--- config.mk ---
export PLATFORM = sky130hd
export DESIGN_NAME = muldiv_unit_flat
export DESIGN_NICKNAME = d
export VERILOG_FILES = /design/src/rtl/muldiv_pkg.sv /design/src/rtl/muldiv_if.sv /design/src/rtl/muldiv_unit.sv /design/src/flat_wrapper.sv
export SDC_FILE = /design/constraint.sdc
export NUM_CORES = 1
export LEC_CHECK = 0
export CORE_MARGIN = 5
export CORE_UTILIZATION = 43
export CTS_BUF_LIST = sky130_fd_sc_hd__clkbuf_4 sky130_fd_sc_hd__clkbuf_8
export DETAILED_ROUTE_END_ITERATION = 7
export PLACE_DENSITY_LB_ADDON = 0.3
export RECOVER_POWER = 50
export SETUP_SLACK_MARGIN = 0.02
export SLEW_MARGIN = 10
export SYNTH_ARGS = -nofsm -noshare
export SYNTH_HDL_FRONTEND = slang
export SYNTH_SLANG_ARGS = --single-unit
--- constraint.sdc ---
create_clock -name clk -period 12.5 [get_ports clk]
set_input_delay 2.5 -clock clk [delete_from_list [all_inputs] [get_ports clk]]
set_output_delay 2.5 -clock clk [all_outputs]
set_load 0.03 [all_outputs]
--- src/rtl/muldiv_pkg.sv ---
// Shared types and helpers for the iterative RV32M multiply/divide unit.
package muldiv_pkg;

  localparam int XLEN = 32;

  // funct3 encodings of the M-extension ops.
  typedef enum logic [2:0] {
    OP_MUL    = 3'b000,
    OP_MULH   = 3'b001,
    OP_MULHSU = 3'b010,
    OP_MULHU  = 3'b011,
    OP_DIV    = 3'b100,
    OP_DIVU   = 3'b101,
    OP_REM    = 3'b110,
    OP_REMU   = 3'b111
  } muldiv_op_t;

  typedef enum logic [1:0] {
    IDLE = 2'd0,
    CALC = 2'd1,
    DONE = 2'd2
  } muldiv_state_t;

  // Quotient returned for any divide by zero.
  localparam logic [XLEN-1:0] DIV_ZERO_Q = '1;

  function automatic logic is_div(input muldiv_op_t op);
    return op inside {OP_DIV, OP_DIVU, OP_REM, OP_REMU};
  endfunction

  function automatic logic is_rem(input muldiv_op_t op);
    return op inside {OP_REM, OP_REMU};
  endfunction

  // Rs1 is interpreted as two's complement.
  function automatic logic a_signed(input muldiv_op_t op);
    return op inside {OP_MUL, OP_MULH, OP_MULHSU, OP_DIV, OP_REM};
  endfunction

  // Rs2 is interpreted as two's complement.
  function automatic logic b_signed(input muldiv_op_t op);
    return op inside {OP_MUL, OP_MULH, OP_DIV, OP_REM};
  endfunction

endpackage

--- src/rtl/muldiv_if.sv ---
// Execute-stage handshake between the pipeline and the multiply/divide unit.
interface muldiv_if
  import muldiv_pkg::*;
#(
  parameter int WIDTH = XLEN
);
  logic             start;
  logic             flush;
  logic [2:0]       MulDivOpE;
  logic [WIDTH-1:0] SrcAE;
  logic [WIDTH-1:0] SrcBE;
  logic [4:0]       RdE;
  logic             busy;
  logic             done;
  logic [WIDTH-1:0] MulDivResultE;
  logic [4:0]       MulDivRdE;

  // Pipeline side: presents the op, consumes stall and result.
  modport master (
    output start, flush, MulDivOpE, SrcAE, SrcBE, RdE,
    input  busy, done, MulDivResultE, MulDivRdE
  );

  // Unit side.
  modport slave (
    input  start, flush, MulDivOpE, SrcAE, SrcBE, RdE,
    output busy, done, MulDivResultE, MulDivRdE
  );
endinterface

--- src/rtl/muldiv_unit.sv ---
// Iterative radix-2 multiply/divide unit for RV32M. Operands are reduced to
// magnitudes on accept, one bit is processed per cycle through a single
// shared adder, and the sign fixup is applied on the way into DONE.
module muldiv_unit
  import muldiv_pkg::*;
#(
  parameter int WIDTH = XLEN
) (
  input logic     clk,
  input logic     rst_n,
  muldiv_if.slave bus
);

  localparam int               CNT_W   = $clog2(WIDTH);
  localparam logic [WIDTH-1:0] MIN_NEG = {1'b1, {(WIDTH-1){1'b0}}};

  muldiv_state_t      state_q, state_d;
  muldiv_op_t         op_in, op_q;
  logic [4:0]         rd_q;
  logic [WIDTH-1:0]   a_mag_q, b_mag_q, result_q;
  logic [2*WIDTH-1:0] acc_q, acc_step;
  logic [CNT_W-1:0]   cnt_q;
  logic               neg_res_q, neg_rem_q, done_q;

  logic               busy, accept, last_step;
  logic               a_neg, b_neg, div_zero, div_ovf, fast_path;
  logic [WIDTH-1:0]   a_mag, b_mag;

  logic [WIDTH:0]     shifted, add_a, add_b;
  logic               add_cin;
  logic [WIDTH+1:0]   add_sum;
  logic               div_ge;

  logic [2*WIDTH-1:0] prod_fix;
  logic [WIDTH-1:0]   quo_fix, rem_fix, final_res;

  assign op_in = muldiv_op_t'(bus.MulDivOpE);

  // Operand signs and magnitudes for the op being offered.
  assign a_neg     = a_signed(op_in) & bus.SrcAE[WIDTH-1];
  assign b_neg     = b_signed(op_in) & bus.SrcBE[WIDTH-1];
  assign a_mag     = a_neg ? -bus.SrcAE : bus.SrcAE;
  assign b_mag     = b_neg ? -bus.SrcBE : bus.SrcBE;
  assign div_zero  = is_div(op_in) && (bus.SrcBE == '0);
  assign div_ovf   = is_div(op_in) && b_signed(op_in) &&
                     (bus.SrcAE == MIN_NEG) && (bus.SrcBE == '1);
  assign fast_path = div_zero || div_ovf;
  assign last_step = (cnt_q == CNT_W'(WIDTH-1));

  // State register.
  always_ff @(posedge clk or negedge rst_n) begin
    // NOTE: sequential state uses <= so every flop samples pre-edge values.
    if (!rst_n) state_q <= IDLE;
    else        state_q <= state_d;
  end

  // Next-state, accept and stall request.
  always_comb begin
    // NOTE: every output gets a default first so no path infers a latch.
    state_d = state_q;
    busy    = 1'b0;
    accept  = 1'b0;
    case (state_q)
      IDLE: begin
        if (bus.start && !bus.flush) begin
          accept  = 1'b1;
          busy    = 1'b1;
          state_d = fast_path ? DONE : CALC;
        end
      end
      CALC: begin
        busy = 1'b1;
        if (bus.flush)     state_d = IDLE;
        else if (last_step) state_d = DONE;
      end
      DONE:    state_d = IDLE;
      default: state_d = IDLE;
    endcase
  end

  // Shared adder operands: add multiplicand for shift-add, subtract divisor
  // from the shifted partial remainder for restoring division.
  assign shifted = {acc_q[2*WIDTH-1:WIDTH], acc_q[WIDTH-1]};

  always_comb begin
    add_a   = '0;
    add_b   = '0;
    add_cin = 1'b0;
    if (is_div(op_q)) begin
      add_a   = shifted;
      add_b   = ~{1'b0, b_mag_q};
      add_cin = 1'b1;
    end else begin
      add_a = {1'b0, acc_q[2*WIDTH-1:WIDTH]};
      add_b = acc_q[0] ? {1'b0, a_mag_q} : '0;
    end
  end

  assign add_sum = {1'b0, add_a} + {1'b0, add_b} + {{(WIDTH+1){1'b0}}, add_cin};
  assign div_ge  = add_sum[WIDTH+1];

  // One iteration of the accumulator: {hi, multiplier} or {rem, quotient}.
  always_comb begin
    acc_step = acc_q;
    if (is_div(op_q))
      acc_step = {(div_ge ? add_sum[WIDTH-1:0] : shifted[WIDTH-1:0]),
                  acc_q[WIDTH-2:0], div_ge};
    else
      acc_step = {add_sum[WIDTH:0], acc_q[WIDTH-1:1]};
  end

  // Sign fixup and result selection from the final iteration.
  always_comb begin
    prod_fix  = neg_res_q ? -acc_step : acc_step;
    quo_fix   = neg_res_q ? -acc_step[WIDTH-1:0] : acc_step[WIDTH-1:0];
    rem_fix   = neg_rem_q ? -acc_step[2*WIDTH-1:WIDTH] : acc_step[2*WIDTH-1:WIDTH];
    final_res = '0;
    case (op_q)
      OP_MUL:                       final_res = prod_fix[WIDTH-1:0];
      OP_MULH, OP_MULHSU, OP_MULHU: final_res = prod_fix[2*WIDTH-1:WIDTH];
      OP_DIV, OP_DIVU:              final_res = quo_fix;
      OP_REM, OP_REMU:              final_res = rem_fix;
      default:                      final_res = '0;
    endcase
  end

  // Capture on accept, iterate in CALC, register result and done pulse.
  always_ff @(posedge clk or negedge rst_n) begin
    // NOTE: datapath flops are reset too, since the outputs must read zero
    // immediately on reset and an op in flight is deliberately discarded.
    if (!rst_n) begin
      op_q      <= OP_MUL;
      rd_q      <= '0;
      a_mag_q   <= '0;
      b_mag_q   <= '0;
      neg_res_q <= 1'b0;
      neg_rem_q <= 1'b0;
      acc_q     <= '0;
      cnt_q     <= '0;
      result_q  <= '0;
      done_q    <= 1'b0;
    end else begin
      done_q <= (state_d == DONE);
      if (accept) begin
        op_q      <= op_in;
        rd_q      <= bus.RdE;
        a_mag_q   <= a_mag;
        b_mag_q   <= b_mag;
        neg_res_q <= a_neg ^ b_neg;
        neg_rem_q <= a_neg;
        cnt_q     <= '0;
        acc_q     <= {{WIDTH{1'b0}}, (is_div(op_in) ? a_mag : b_mag)};
        if (div_zero)
          result_q <= is_rem(op_in) ? bus.SrcAE : WIDTH'(DIV_ZERO_Q);
        else if (div_ovf)
          result_q <= is_rem(op_in) ? '0 : MIN_NEG;
      end else if (state_q == CALC && !bus.flush) begin
        acc_q <= acc_step;
        cnt_q <= cnt_q + CNT_W'(1);
        if (last_step) result_q <= final_res;
      end
    end
  end

  assign bus.busy          = busy;
  assign bus.done          = done_q;
  assign bus.MulDivResultE = result_q;
  assign bus.MulDivRdE     = rd_q;

endmodule

--- src/flat_wrapper.sv ---
// flat-port wrapper written by rule: the top's interface ports become plain ports
module muldiv_unit_flat import muldiv_pkg::*;
#(
  parameter int WIDTH = XLEN
)
  (clk, rst_n, bus_start, bus_flush, bus_MulDivOpE, bus_SrcAE, bus_SrcBE, bus_RdE, bus_busy, bus_done, bus_MulDivResultE, bus_MulDivRdE);
  muldiv_if #(.WIDTH(WIDTH)) bus_i ();
  input logic clk;
  input logic rst_n;
  input wire logic [$bits(bus_i.start)-1:0] bus_start;
  input wire logic [$bits(bus_i.flush)-1:0] bus_flush;
  input wire logic [$bits(bus_i.MulDivOpE)-1:0] bus_MulDivOpE;
  input wire logic [$bits(bus_i.SrcAE)-1:0] bus_SrcAE;
  input wire logic [$bits(bus_i.SrcBE)-1:0] bus_SrcBE;
  input wire logic [$bits(bus_i.RdE)-1:0] bus_RdE;
  output wire logic [$bits(bus_i.busy)-1:0] bus_busy;
  output wire logic [$bits(bus_i.done)-1:0] bus_done;
  output wire logic [$bits(bus_i.MulDivResultE)-1:0] bus_MulDivResultE;
  output wire logic [$bits(bus_i.MulDivRdE)-1:0] bus_MulDivRdE;
  assign bus_i.start = bus_start;
  assign bus_i.flush = bus_flush;
  assign bus_i.MulDivOpE = bus_MulDivOpE;
  assign bus_i.SrcAE = bus_SrcAE;
  assign bus_i.SrcBE = bus_SrcBE;
  assign bus_i.RdE = bus_RdE;
  assign bus_busy = bus_i.busy;
  assign bus_done = bus_i.done;
  assign bus_MulDivResultE = bus_i.MulDivResultE;
  assign bus_MulDivRdE = bus_i.MulDivRdE;
  muldiv_unit #(.WIDTH(WIDTH)) u_core (.clk(clk), .rst_n(rst_n), .bus(bus_i));
endmodule
# == Yosys cells after proc, flatten, opt, wreduce, memory -nomap -nowiden ==
# Index checks and enable logic that the tools add are counted.
# word_totals
reg_bits,178
output_inout_bits,39
# op_classes
n_addsub,8
eq_ne,19
muxes,32
bitwise,4
reduce_logical,23
# op_table
op,count
32-bit 2-to-1 mux,14
64-bit 2-to-1 mux,4
32-bit negation,4
32-bit one-hot mux with 4 select lines,1
33-bit 2-to-1 mux,2
"32-bit == test, second input constant",2
64-bit negation,1
33-bit by 33-bit adder with 34-bit output,1
34-bit by 1-bit adder with 34-bit output,1
32-bit NOT with 33-bit output,1
32-bit logical NOT,1
"3-bit == test, second input constant",8
4-bit nonzero test,3
5-bit 2-to-1 mux,2
"3-bit by 2-bit == test with 1-bit output, second input constant",3
2-bit 2-to-1 mux,4
"3-bit by 1-bit == test with 1-bit output, second input constant",2
1-bit logical AND,6
3-bit logical NOT,2
2-bit nonzero test,3
"5-bit by 1-bit adder with 5-bit output, second input constant",1
"5-bit == test, second input constant",1
5-bit nonzero test,1
2-bit one-hot mux with 2 select lines,1
other kinds (13),17

# == Logic depth before layout (Yosys ltp) ==
# Gate-level depths: netlist (run 1).
# logic_depth
depth_word,13
ltp_mapped,38
depth_no_buf,22

# == Worst setup path before layout (run 1) ==
# No wires, ideal clock.
# synth_timing
kind,reg2reg
startpoint,register u_core.op_q[2]
endpoint,register u_core.result_q[16] (netlist: u_core.bus.MulDivResultE[16])
setup_ns,0.121
t_arrival_ns,7.953
required_time_ns,12.379
setup_slack_ns,4.426
path_stages_with_launch,37
path_buffers,16
period_less_slack_ns,8.074
cell_sequence,dfrtp_1 buf_4 buf_6 buf_2 buf_2 clkbuf_1 buf_2 buf_2 buf_1 buf_1 clkbuf_1 buf_1 mux2_2 ha_1 buf_6 a21o_1 a31o_4 o2111ai_2 o221a_1 buf_6 nand2_4 buf_6 clkbuf_1 a21oi_1 ha_1 nand2_1 or2_2 nor2_1 nand3_1 or4_1 clkbuf_1 inv_1 nand4_1 o21ai_0 xor2_1 a221o_1 a22o_1
# synth_between
elab_chain_len,13
# synth_lines
element,line_no,text
start: declaration,muldiv_unit.sv:18,"muldiv_op_t op_in, op_q;"
start signal: assignment,muldiv_unit.sv:145,op_q <= op_in;
3-bit == test,"muldiv_pkg.sv:28, muldiv_unit.sv:118",
4-bit nonzero test,muldiv_pkg.sv:28,"return op inside {OP_DIV, OP_DIVU, OP_REM, OP_REMU};"
33-bit 2-to-1 mux,muldiv_unit.sv:89,if (is_div(op_q)) begin
33-bit by 33-bit adder with 34-bit output,muldiv_unit.sv:99,"assign add_sum = {1'b0, add_a} + {1'b0, add_b} + {{(WIDTH+1){1'b0}}, add_cin};"
34-bit by 1-bit adder with 34-bit output,muldiv_unit.sv:99,
32-bit 2-to-1 mux,muldiv_unit.sv:106,"acc_step = {(div_ge ? add_sum[WIDTH-1:0] : shifted[WIDTH-1:0]),"
64-bit 2-to-1 mux,muldiv_unit.sv:105,if (is_div(op_q))
64-bit negation / 32-bit negation (equally long branches),"muldiv_unit.sv:114, muldiv_unit.sv:116",
64-bit 2-to-1 mux / 32-bit 2-to-1 mux (equally long branches),"muldiv_unit.sv:114, muldiv_unit.sv:116",
32-bit one-hot mux with 4 select lines (*),muldiv_unit.sv:118,case (op_q)
32-bit 2-to-1 mux (*),muldiv_unit.sv:160,if (last_step) result_q <= final_res;
32-bit 2-to-1 mux (*),muldiv_unit.sv:157,end else if (state_q == CALC && !bus.flush) begin
32-bit 2-to-1 mux (*),muldiv_unit.sv:144,if (accept) begin
end signal: assignment,muldiv_unit.sv:154,result_q <= is_rem(op_in) ? bus.SrcAE : WIDTH'(DIV_ZERO_Q);
end signal: assignment,muldiv_unit.sv:156,result_q <= is_rem(op_in) ? '0 : MIN_NEG;
end signal: assignment,muldiv_unit.sv:160,
end: declaration,muldiv_unit.sv:20,"logic [WIDTH-1:0] a_mag_q, b_mag_q, result_q;"
# Every way passes the cells marked *; elsewhere a longest branch is shown, timed or not. The select of a mux whose other input is x is not followed.
# A chain may end at the register's enable or synchronous reset.

==> results of run 1 <==
==> cell usage in the layout (no fill, tap or decap), drive strengths merged, types with 10 or more instances in the layout <==
cell             n
a21o            14
o31ai           29
nor3            62
a21oi          135
clkbuf          18
o21a            16
dfrtp          178
inv             41
clkdlybuf4s50  105
o22ai           16
o21ai          245
mux2            31
and2            10
nand2          376
nand4           24
a221oi          12
nor4            24
nor2b           10
a22o            19
o41ai           14
ha              38
o221ai          18
or4             14
xor2            63
nor2           153
buf             28
a31oi           13
xnor2           81
nand2b          17
mux2i           36
nand3           40
a211oi          15
or3             22
a221o           17
or2             10
o211ai          56
==> area by class of cell <==
cell class	instances	area, µm²	area share (%)
clock buffer	17	234	1.32
clock inverter	15	194	1.09
inverter	36	135	0.761
multi-input combinational	1750	10800	60.9
sequential	178	4460	25.1
tap	468	586	3.30
timing repair buffer	141	1330	7.50
==> Yosys cell counts (all sizes together) (5+ instances only) <==
library cell,number
nand2,376
o21ai,245
dfrtp,178
nor2,153
a21oi,135
clkbuf,100
xnor2,81
xor2,63
nor3,62
o211ai,56
buf,42
nand3,40
ha,38
mux2i,36
inv,35
mux2,31
o31ai,29
nand4,24
nor4,24
or3,22
a22o,19
o221ai,18
a221o,17
nand2b,17
o21a,16
o22ai,16
a211oi,15
a21o,14
o41ai,14
or4,14
a31oi,13
a221oi,12
and2,10
nor2b,10
or2,10
a22oi,9
and3,9
o2111ai,9
o221a,9
o31a,8
a211o,7
a21boi,7
nor3b,7
o21bai,5
==> state kept, by name (all words and copies together) (netlist names) <==
| register | cells |
|---|---|
| u_core.state_q | 2 |
| u_core.acc_q | 64 |
| u_core.neg_rem_q | 1 |
| u_core.op_q | 3 |
| u_core.bus.done | 1 |
| u_core.bus.MulDivResultE | 32 |
| u_core.a_mag_q | 32 |
| u_core.b_mag_q | 32 |
| u_core.neg_res_q | 1 |
| u_core.cnt_q | 5 |
| u_core.bus.MulDivRdE | 5 |
==> stage by stage <==
stage	cells	total power, mW	area [µm²]	hold slack, ps	worst slack (ps)
6_report	2605	3.83	17800	483	4620
3_3_place_gp	2573	3.30	17300	459	4970
2_1_floorplan	2106	2.54	16000	440	4430
5_1_grt	2605	4.05	17800	493	3400
3_5_place_dp	2573	3.31	17300	461	4980
4_1_cts	2605	3.75	17800	483	5110
==> logic make-up after synthesis <==
| logic type | Yosys count | synth area share (%) |
|---|---|---|
| muxes | 67 | 4.46 |
| and+or+nand+nor | 797 | 23.3 |
| DFF | 178 | 27.9 |
| buffers and inverters | 178 | 4.69 |
| adders and majority gates | 40 | 3.22 |
| xor gates and xnor gates | 144 | 7.89 |
| AOI/OAI and AO/OA | 702 | 28.6 |
==> per-layer routing <==
layer  vias to the layer above  track usage, %  routed length, µm
met5                         -               0                 15
met4                         2            13.6               3200
met3                       146            7.16               6700
met2                       943            47.3              28900
met1                      8141            44.9              28900
li1                       7768               -                  -
==> where the power goes <==
group / internal, mW / leakage (nW) / switching [mW]
sequential: 0.705 / 2.30 / 0.168
combinational: 0.858 / 4.56 / 1.66
clock: 0.171 / 0.208 / 0.272
==> final timing paths <==
path,to
min in group asynchronous,u_core.acc_q[51]$_DFFE_PN0P_
min reg2reg,u_core.b_mag_q[13]$_DFFE_PN0P_
max in group clk,u_core.bus.MulDivResultE[31]$_DFFE_PN0P_
max reg2reg,u_core.bus.MulDivResultE[31]$_DFFE_PN0P_
max,u_core.b_mag_q[19]$_DFFE_PN0P_
min,u_core.b_mag_q[13]$_DFFE_PN0P_
==> flow_metrics.py, run 1 <==
metrics = {
    "sta": {
        "setup_viol": 0,
        "tightest_slew_ps": 6380,
        "maxSlewHeadroom_pct": -326,
        "clock_skew_ps": 25.8,
        "hold_viol_final": 0,
        "tns_ps": 0,
        "rsz0062_at_grt": "no",
        "max_freq_ghz": 0.127,
        "drv_slew": 113,
        "fin_crit_sh_pct": 63.0,
        "finalCriticalPeriod_ps": 7880,
    },
    "drt": {
        "viasPerCell": 6.53,
        "drc": 0,
        "vias": 17000,
        "routed_wl_um": 67700,
        "drt_iter0_drc": 2165,
        "drtPass1Iterations": 6,
        "ant_nets": 0,
        "wl_per_cell_um": 26.0,
    },
    "flow_run": {
        "maxCapViolCount": 1,
    },
    "clocking": {
        "cts_buffers": 17,
        "clkLatencyLatePin_ps": 520,
        "numClockSinks": 178,
        "cts_tree": "yes",
        "cts_resized": 0,
        "post_cts_buffers": 0,
        "cts_root_buf": "clkbuf_8",
        "holdBufCountCts": 0,
        "cts.clk_slew.worst_paths_ps": 110,
        "clock_path_buffers": 2,
        "h-tree-depth": 4,
    },
    "global_route": {
        "gr-total-overflow": 0,
        "grt_start_max_net_pins": 113,
        "grt_pass1_wl_um": 101000,
        "antenna_found_initial": 1,
        "track_usage_pct": 31.9,
        "grt_pass1_vias": 15800,
    },
    "floorplanning": {
        "initial_core_util_pct": 43.6,
        "boundaryPins": 115,
        "die_area_mm2": 0.0412,
        "die_h_um": 203,
        "core_area_mm2": 0.0367,
        "rows": 70,
        "die_w_um": 203,
    },
    "worst_setup_path": {
        "cp_top_family": "buffers and inverters",
        "path_buf_inv": 1,
        "r2r-start": "u_core.op_q[2]$_DFFE_PN0P_",
        "reg2reg_depth": 17,
        "rrSetupSlack_ps": 4960,
        "slowest_stage": "clkbuf_1",
        "worst_ep_required_time_ps": 11590,
        "cp_max_fo": 112,
        "endpoint_kind": "asynchronous set/reset pin",
        "startpoint": "rst_n",
        "max_stage_delay_ps": 4370,
        "worstPathCellList": "clkbuf_1",
        "crit_cells": 1,
        "critPathKind": "in -> async",
        "arrival_ps": 6970,
        "start_kind": "input pin",
    },
    "yosys": {
        "yosysSeqAreaShare_pct": 27.9,
        "syn-num-nets": 2222,
        "syn_inst": 2106,
        "synth_area_leaders": "dfrtp_1 (28%), nand2_1 (8.8%), o21ai_0 (7.3%)",
        "async_flop_share_pct": 100,
        "synth_cell_types": 94,
        "ys_ff_latch": 178,
        "synth_flop_cell": "dfrtp_1",
        "synth_top_area_share_pct": 27.9,
        "synth.avg_cell_area_um2": 7.59,
        "synth_top_cell_by_area": "dfrtp_1",
        "yosys_warnings": 0,
        "netlist_area_mm2": 0.0160,
        "synth_edf_count": 0,
    },
    "power_and_ir_drop": {
        "irDropWorstVdd_mv": 0.106,
        "power_density_mw_per_mm2": 216,
        "p_leak_nw": 7.07,
    },
    "final_layout": {
        "fin_util_pct": 48.4,
        "drive_gt1_share_pct": 6.64,
        "fillCellCount": 3684,
        "area_growth_pct": 11.0,
        "n_antenna_cell": 0,
        "num-nets-final": 2240,
    },
    "outcome": {
        "violations": "capacitance limit, slew limit",
        "status": "complete, but fails checks",
    },
    "worst_hold_path": {
        "holdPathStages": 2,
        "min_path_type": "reg -> reg",
        "worstHoldStart": "u_core.b_mag_q[13]$_DFFE_PN0P_",
    },
    "placement": {
        "io_buffers": 114,
        "place.gp.congestion": 1.02,
        "dp_hpwl_um": 52800,
    },
}
Power figures use the tool's default switching activity.
==> run 2: changes to the inputs <==
clock period = 7.3 ns   (was 12.5 ns; I/O delays follow)
==> run 2 against run 1 <==
Compared with the run above: the flow still finishes with violations (capacitance limit, slew limit); non-clock buffer count grew 15; global-route usage grew 1.1 points; cell area grew 0.35%; largest cell class unchanged; power grew 74%; clock skew is essentially flat; critical path depth grew 22.
==> flow_metrics.py, run 2 (synthesis gave the netlist of run 1 again) <==
metrics = {
    "worst_setup_path": {
        "arrival_ps": 7010,
        "critPathKind": "reg -> reg",
        "endpoint_kind": "flip-flop",
        "max_stage_delay_ps": 710,
        "cp_max_fo": 32,
        "slowest_stage": "dfrtp_4",
        "worstPathCellList": "clkinv_1, buf_4, o21ai_0, ha_1, a21oi_2, a21boi_1, nor3_2, o221a_1, nand2_4, a21oi_2, ha_1, nand2_1, or2_2, nor2_1, nand3_1, or4_1, buf_4, inv_1, nand4_1, o21ai_0, xor2_1, a221o_1, a22o_1",
        "start_kind": "flip-flop",
        "worst_ep_required_time_ps": 7740,
    },
    "sta": {
        "finalCriticalPeriod_ps": 6570,
        "max_freq_ghz": 0.152,
        "hold_viol_final": 0,
        "fin_crit_sh_pct": 90.1,
        "maxSlewHeadroom_pct": -199,
        "rsz0062_at_grt": "no",
        "setup_viol": 0,
        "drv_slew": 296,
        "fin_ws_ps": 726,
        "tightest_slew_ps": 4490,
        "clock_skew_ps": 25.5,
        "tns_ps": 0,
    },
    "clocking": {
        "clkLatencyLatePin_ps": 540,
        "h-tree-depth": 4,
        "clock_path_buffers": 2,
        "numClockSinks": 178,
        "cts.clk_slew.worst_paths_ps": 110,
        "cts_resized": 0,
        "cts_root_buf": "clkbuf_8",
        "post_cts_buffers": 0,
        "cts_buffers": 17,
        "holdBufCountCts": 0,
        "cts_tree": "yes",
    },
    "power_and_ir_drop": {
        "power_density_mw_per_mm2": 374,
        "p_leak_nw": 7.13,
        "irDropWorstVdd_mv": 0.199,
    },
    "placement": {
        "io_buffers": 114,
        "dp_hpwl_um": 54700,
        "place_ws_ps": 854,
        "place.gp.congestion": 1.04,
    },
    "outcome": {
        "status": "complete, but fails checks",
        "violations": "capacitance limit, slew limit",
    },
    "drt": {
        "drc": 0,
        "wl_per_cell_um": 26.7,
        "top_layer_used": "met4",
        "drt_iter0_drc": 1914,
        "drtPass1Iterations": 6,
        "wl_met2_um": 30400,
        "wl_met3_um": 7170,
        "wl_met1_um": 28900,
        "ant_nets": 0,
        "vias": 17100,
        "viasPerCell": 6.53,
        "routed_wl_um": 69900,
    },
    "global_route": {
        "grt_start_max_net_pins": 117,
        "track_usage_pct": 33.1,
        "antenna_found_initial": 0,
        "gr-total-overflow": 0,
        "grt_pass1_wl_um": 104000,
        "grt_pass1_vias": 16000,
    },
    "final_layout": {
        "drive_gt1_share_pct": 7.25,
        "multiInputGateArea_mm2": 0.0108,
        "area_growth_pct": 11.4,
        "fillCellCount": 3647,
        "final_cell_mix": "nand2_1 (373), o21ai_0 (233), dfrtp_1 (177)",
        "final_common_cell": "nand2_1",
        "seqCellArea_mm2": 0.00446,
        "num-nets-final": 2255,
        "regMostFlops": "u_core.acc_q",
        "largest_register_ffs": 64,
    },
    "floorplanning": {
        "initial_core_util_pct": 43.6,
        "die_h_um": 203,
        "die_w_um": 203,
        "boundaryPins": 115,
        "core_area_mm2": 0.0367,
        "die_area_mm2": 0.0412,
        "rows": 70,
    },
    "worst_hold_path": {
        "min_path_type": "reg -> reg",
    },
    "flow_run": {
        "maxCapViolCount": 4,
    },
}
[run 2: cell types whose count changed in the layout (fill, tap and decap cells not counted), moves of 2 or more]
cell / previous run / this run
clkbuf_2: 0 / 2
inv_6: 2 / 4
clkinv_4: 0 / 2
clkinv_8: 5 / 1
buf_4: 27 / 39
clkbuf_8: 17 / 20
[run 2: per-stage QoR]
stage	power, mW	hold WS [ps]	std cells	instance area (µm²)	utilization (%)
3_3_place_gp	5.78	455	2588	17500	47.6
3_5_place_dp	5.79	462	2588	17500	47.6
2_1_floorplan	4.35	440	2106	16000	-
6_report	6.66	486	2621	17800	48.6
4_1_cts	6.51	487	2620	17900	48.7
5_1_grt	7.00	503	2620	17800	48.6
[run 2: area by class of cell]
| class | count | area share, % |
|---|---|---|
| flip-flops and latches | 178 | 25.0 |
| clock inverters | 11 | 0.618 |
| inverters | 36 | 0.758 |
| well taps | 468 | 3.29 |
| diodes | 1 | 0.0140 |
| repair buffers | 156 | 8.06 |
| clock buffers | 21 | 1.59 |
| multi-input cells | 1750 | 60.7 |
[run 2: worst paths after layout]
check	startpoint	to	slack (ps)	depth (start not counted)
min in group asynchronous	rst_n	u_core.acc_q[52]$_DFFE_PN0P_	1970	1
min reg2reg	u_core.b_mag_q[24]$_DFFE_PN0P_	u_core.b_mag_q[24]$_DFFE_PN0P_	490	2
min	u_core.b_mag_q[24]$_DFFE_PN0P_	u_core.b_mag_q[24]$_DFFE_PN0P_	490	2
max	u_core.op_q[2]$_DFFE_PN0P_	u_core.bus.MulDivResultE[16]$_DFFE_PN0P_	730	23
max in group asynchronous	rst_n	u_core.op_q[2]$_DFFE_PN0P_	1970	2
max reg2reg	u_core.op_q[2]$_DFFE_PN0P_	u_core.bus.MulDivResultE[16]$_DFFE_PN0P_	730	23
[run 2: critical path: cells and delay by family (launching register included)]
family | cells | cell delay [ps]
simple gates | 8 | 1710
fa+ha+maj | 2 | 680
compound gates | 8 | 2450
flops | 1 | 710
buf+inv | 4 | 760
xor+xnor | 1 | 110
[run 2: power by group]
group | switching (mW) | internal [mW] | total (mW)
clock network | 0.443 | 0.281 | 0.724
logic | 2.90 | 1.51 | 4.41
registers | 0.314 | 1.21 | 1.52
[run 2: per-layer routing]
layer | vias to the layer above | track usage [%]
met4 | 0 | 13.6
met5 | - | 0
met1 | 8187 | 44.7
li1 | 7785 | -
met2 | 972 | 50.6
met3 | 171 | 8.40
==> run 3: changes to the inputs <==
CTS_CLUSTER_DIAMETER = 80   (was not set)
SETUP_SLACK_MARGIN = 0.15   (was 0.02)
==> run 3 against run 2 <==
Compared with the run above: the flow still finishes with violations (capacitance limit, slew limit); core utilization is 0.45 points higher; count of clock-buffer cells in the layout shrank 4; critical path depth down 3; die area unchanged; global-route usage shrank 0.70 points; combinational power grew 1%; maximum frequency barely moved; wire length is 1.9% lower; non-clock buffer count grew 13; critical path type unchanged; highest routed layer is now met5.
==> flow_metrics.py, run 3 (synthesis gave the netlist of run 1 again) <==
metrics = {
    "sta": {
        "clock_skew_ps": 30.8,
        "max_freq_ghz": 0.152,
        "fin_ws_ps": 731,
        "tightest_slew_ps": 4040,
        "drv_slew": 106,
        "hold_viol_final": 0,
        "fin_crit_sh_pct": 90.0,
        "setup_viol": 0,
        "tns_ps": 0,
        "maxSlewHeadroom_pct": -169,
        "hold_ws_ps": 479,
        "finalCriticalPeriod_ps": 6570,
        "rsz0062_at_grt": "no",
    },
    "clocking": {
        "cts_buffers": 17,
        "clkLatencyLatePin_ps": 540,
        "h-tree-depth": 4,
        "post_cts_buffers": 0,
        "clock_path_buffers": 2,
        "cts_root_buf": "clkbuf_8",
        "cts_tree": "yes",
        "cts_resized": 0,
        "holdBufCountCts": 0,
        "numClockSinks": 178,
        "cts.clk_slew.worst_paths_ps": 130,
    },
    "floorplanning": {
        "boundaryPins": 115,
        "rows": 70,
        "die_w_um": 203,
        "core_area_mm2": 0.0367,
        "initial_core_util_pct": 43.6,
        "die_area_mm2": 0.0412,
        "die_h_um": 203,
    },
    "final_layout": {
        "final_cells": 2633,
        "final_area_mm2": 0.0180,
        "area_growth_pct": 12.5,
        "largest_register_ffs": 64,
        "fin_util_pct": 49.0,
        "drive_gt1_share_pct": 7.85,
        "final_common_cell": "nand2_1",
        "num-nets-final": 2268,
        "regMostFlops": "u_core.acc_q",
        "final_cell_mix": "nand2_1 (373), o21ai_0 (233), dfrtp_1 (177)",
        "n_antenna_cell": 0,
    },
    "power_and_ir_drop": {
        "irDropWorstVdd_mv": 0.188,
        "power_density_mw_per_mm2": 374,
        "total_power_mw": 6.72,
        "p_leak_nw": 7.21,
    },
    "global_route": {
        "grt_pass1_wl_um": 102000,
        "antenna_found_initial": 1,
        "track_usage_pct": 32.4,
        "grt_pass1_vias": 15900,
        "gr-total-overflow": 0,
        "grt_start_max_net_pins": 113,
    },
    "outcome": {
        "status": "complete, but fails checks",
        "violations": "capacitance limit, slew limit",
    },
    "placement": {
        "io_buffers": 114,
        "dp.cells": 2601,
        "dp_hpwl_um": 53800,
        "place.gp.congestion": 1.04,
        "place_area_mm2": 0.0176,
        "place_ws_ps": 791,
    },
    "worst_setup_path": {
        "endpoint_kind": "flip-flop",
        "start_kind": "flip-flop",
        "slowest_stage": "dfrtp_4",
        "path_buf_inv": 2,
        "max_stage_delay_ps": 730,
        "arrival_ps": 6990,
        "worstPathCellList": "clkinv_1, buf_4, o21ai_0, ha_1, a21oi_2, a21boi_1, nor3_2, o221a_1, nand2_4, a21oi_2, ha_1, nand2_1, nor3_1, nand3_1, or3_1, or2_2, o41ai_1, xnor2_1, a221oi_1, nor2_1",
        "cp_top_family": "compound AO/OA/AOI/OAI gates",
        "worst_ep_required_time_ps": 7720,
        "critPathKind": "reg -> reg",
        "cp_max_fo": 33,
    },
    "drt": {
        "wl_per_cell_um": 26.1,
        "drt_iter0_drc": 2267,
        "drtPass1Iterations": 6,
        "viasPerCell": 6.50,
        "vias": 17100,
        "ant_nets": 0,
        "routed_wl_um": 68600,
        "drc": 0,
    },
    "flow_run": {
        "maxCapViolCount": 2,
    },
    "worst_hold_path": {
        "min_path_type": "reg -> reg",
    },
}
run 3: changes by cell type in the layout (fill, tap and decap cells not counted), moves of 2 or more:
cell / change
clkinv_8: +5
clkbuf_2: -2
inv_8: +3
buf_4: +14
clkbuf_8: -2
inv_6: -4
run 3: final timing paths:
kind                                                            endpoint                           start  slack [ps]  cells past startpoint
worst max-delay path            u_core.bus.MulDivResultE[20]$_DFFE_PN0P_      u_core.op_q[2]$_DFFE_PN0P_         730                     20
worst min-delay path                      u_core.b_mag_q[15]$_DFFE_PN0P_  u_core.b_mag_q[15]$_DFFE_PN0P_         480                      2
worst max register to register  u_core.bus.MulDivResultE[20]$_DFFE_PN0P_      u_core.op_q[2]$_DFFE_PN0P_         730                     20
worst min register to register            u_core.b_mag_q[15]$_DFFE_PN0P_  u_core.b_mag_q[15]$_DFFE_PN0P_         480                      2
max in group asynchronous                    u_core.acc_q[7]$_DFFE_PN0P_                           rst_n        1830                      2
min in group asynchronous                   u_core.acc_q[58]$_DFFE_PN0P_                           rst_n        1060                      1
run 3: layout make-up:
| type | instances | area [µm²] |
|---|---|---|
| Multi-Input combinational cell | 1750 | 10800 |
| Timing Repair Buffer | 169 | 1550 |
| Inverter | 36 | 135 |
| Fill cell | 3643 | 18700 |
| Sequential cell | 178 | 4460 |
| Tap cell | 468 | 586 |
| Clock buffer | 17 | 234 |
| Clock inverter | 15 | 211 |
run 3: report_power, final:
part / total, mW / internal (mW) / switching [mW]
registers: 1.48 / 1.21 / 0.276
clock network: 0.777 / 0.299 / 0.478
logic: 4.46 / 1.58 / 2.88
total: 6.72 / 3.09 / 3.63
run 3: worst reg2reg max path, stage by stage (launching register included):
cell,delay (ps)
dfrtp_4,730
clkinv_1,220
buf_4,260
o21ai_0,320
ha_1,400
a21oi_2,300
a21boi_1,160
nor3_2,400
o221a_1,540
nand2_4,220
a21oi_2,310
ha_1,250
nand2_1,100
nor3_1,300
nand3_1,280
or3_1,430
or2_2,350
o41ai_1,440
xnor2_1,130
a221oi_1,250
nor2_1,80
run 3: per-layer routing:
layer	track usage [%]	wire, µm	vias up
met3	6.20	6170	137
met5	0	13	-
li1	-	-	7822
met2	50.8	30600	903
met1	43.8	28700	8250
met4	13.5	3120	2
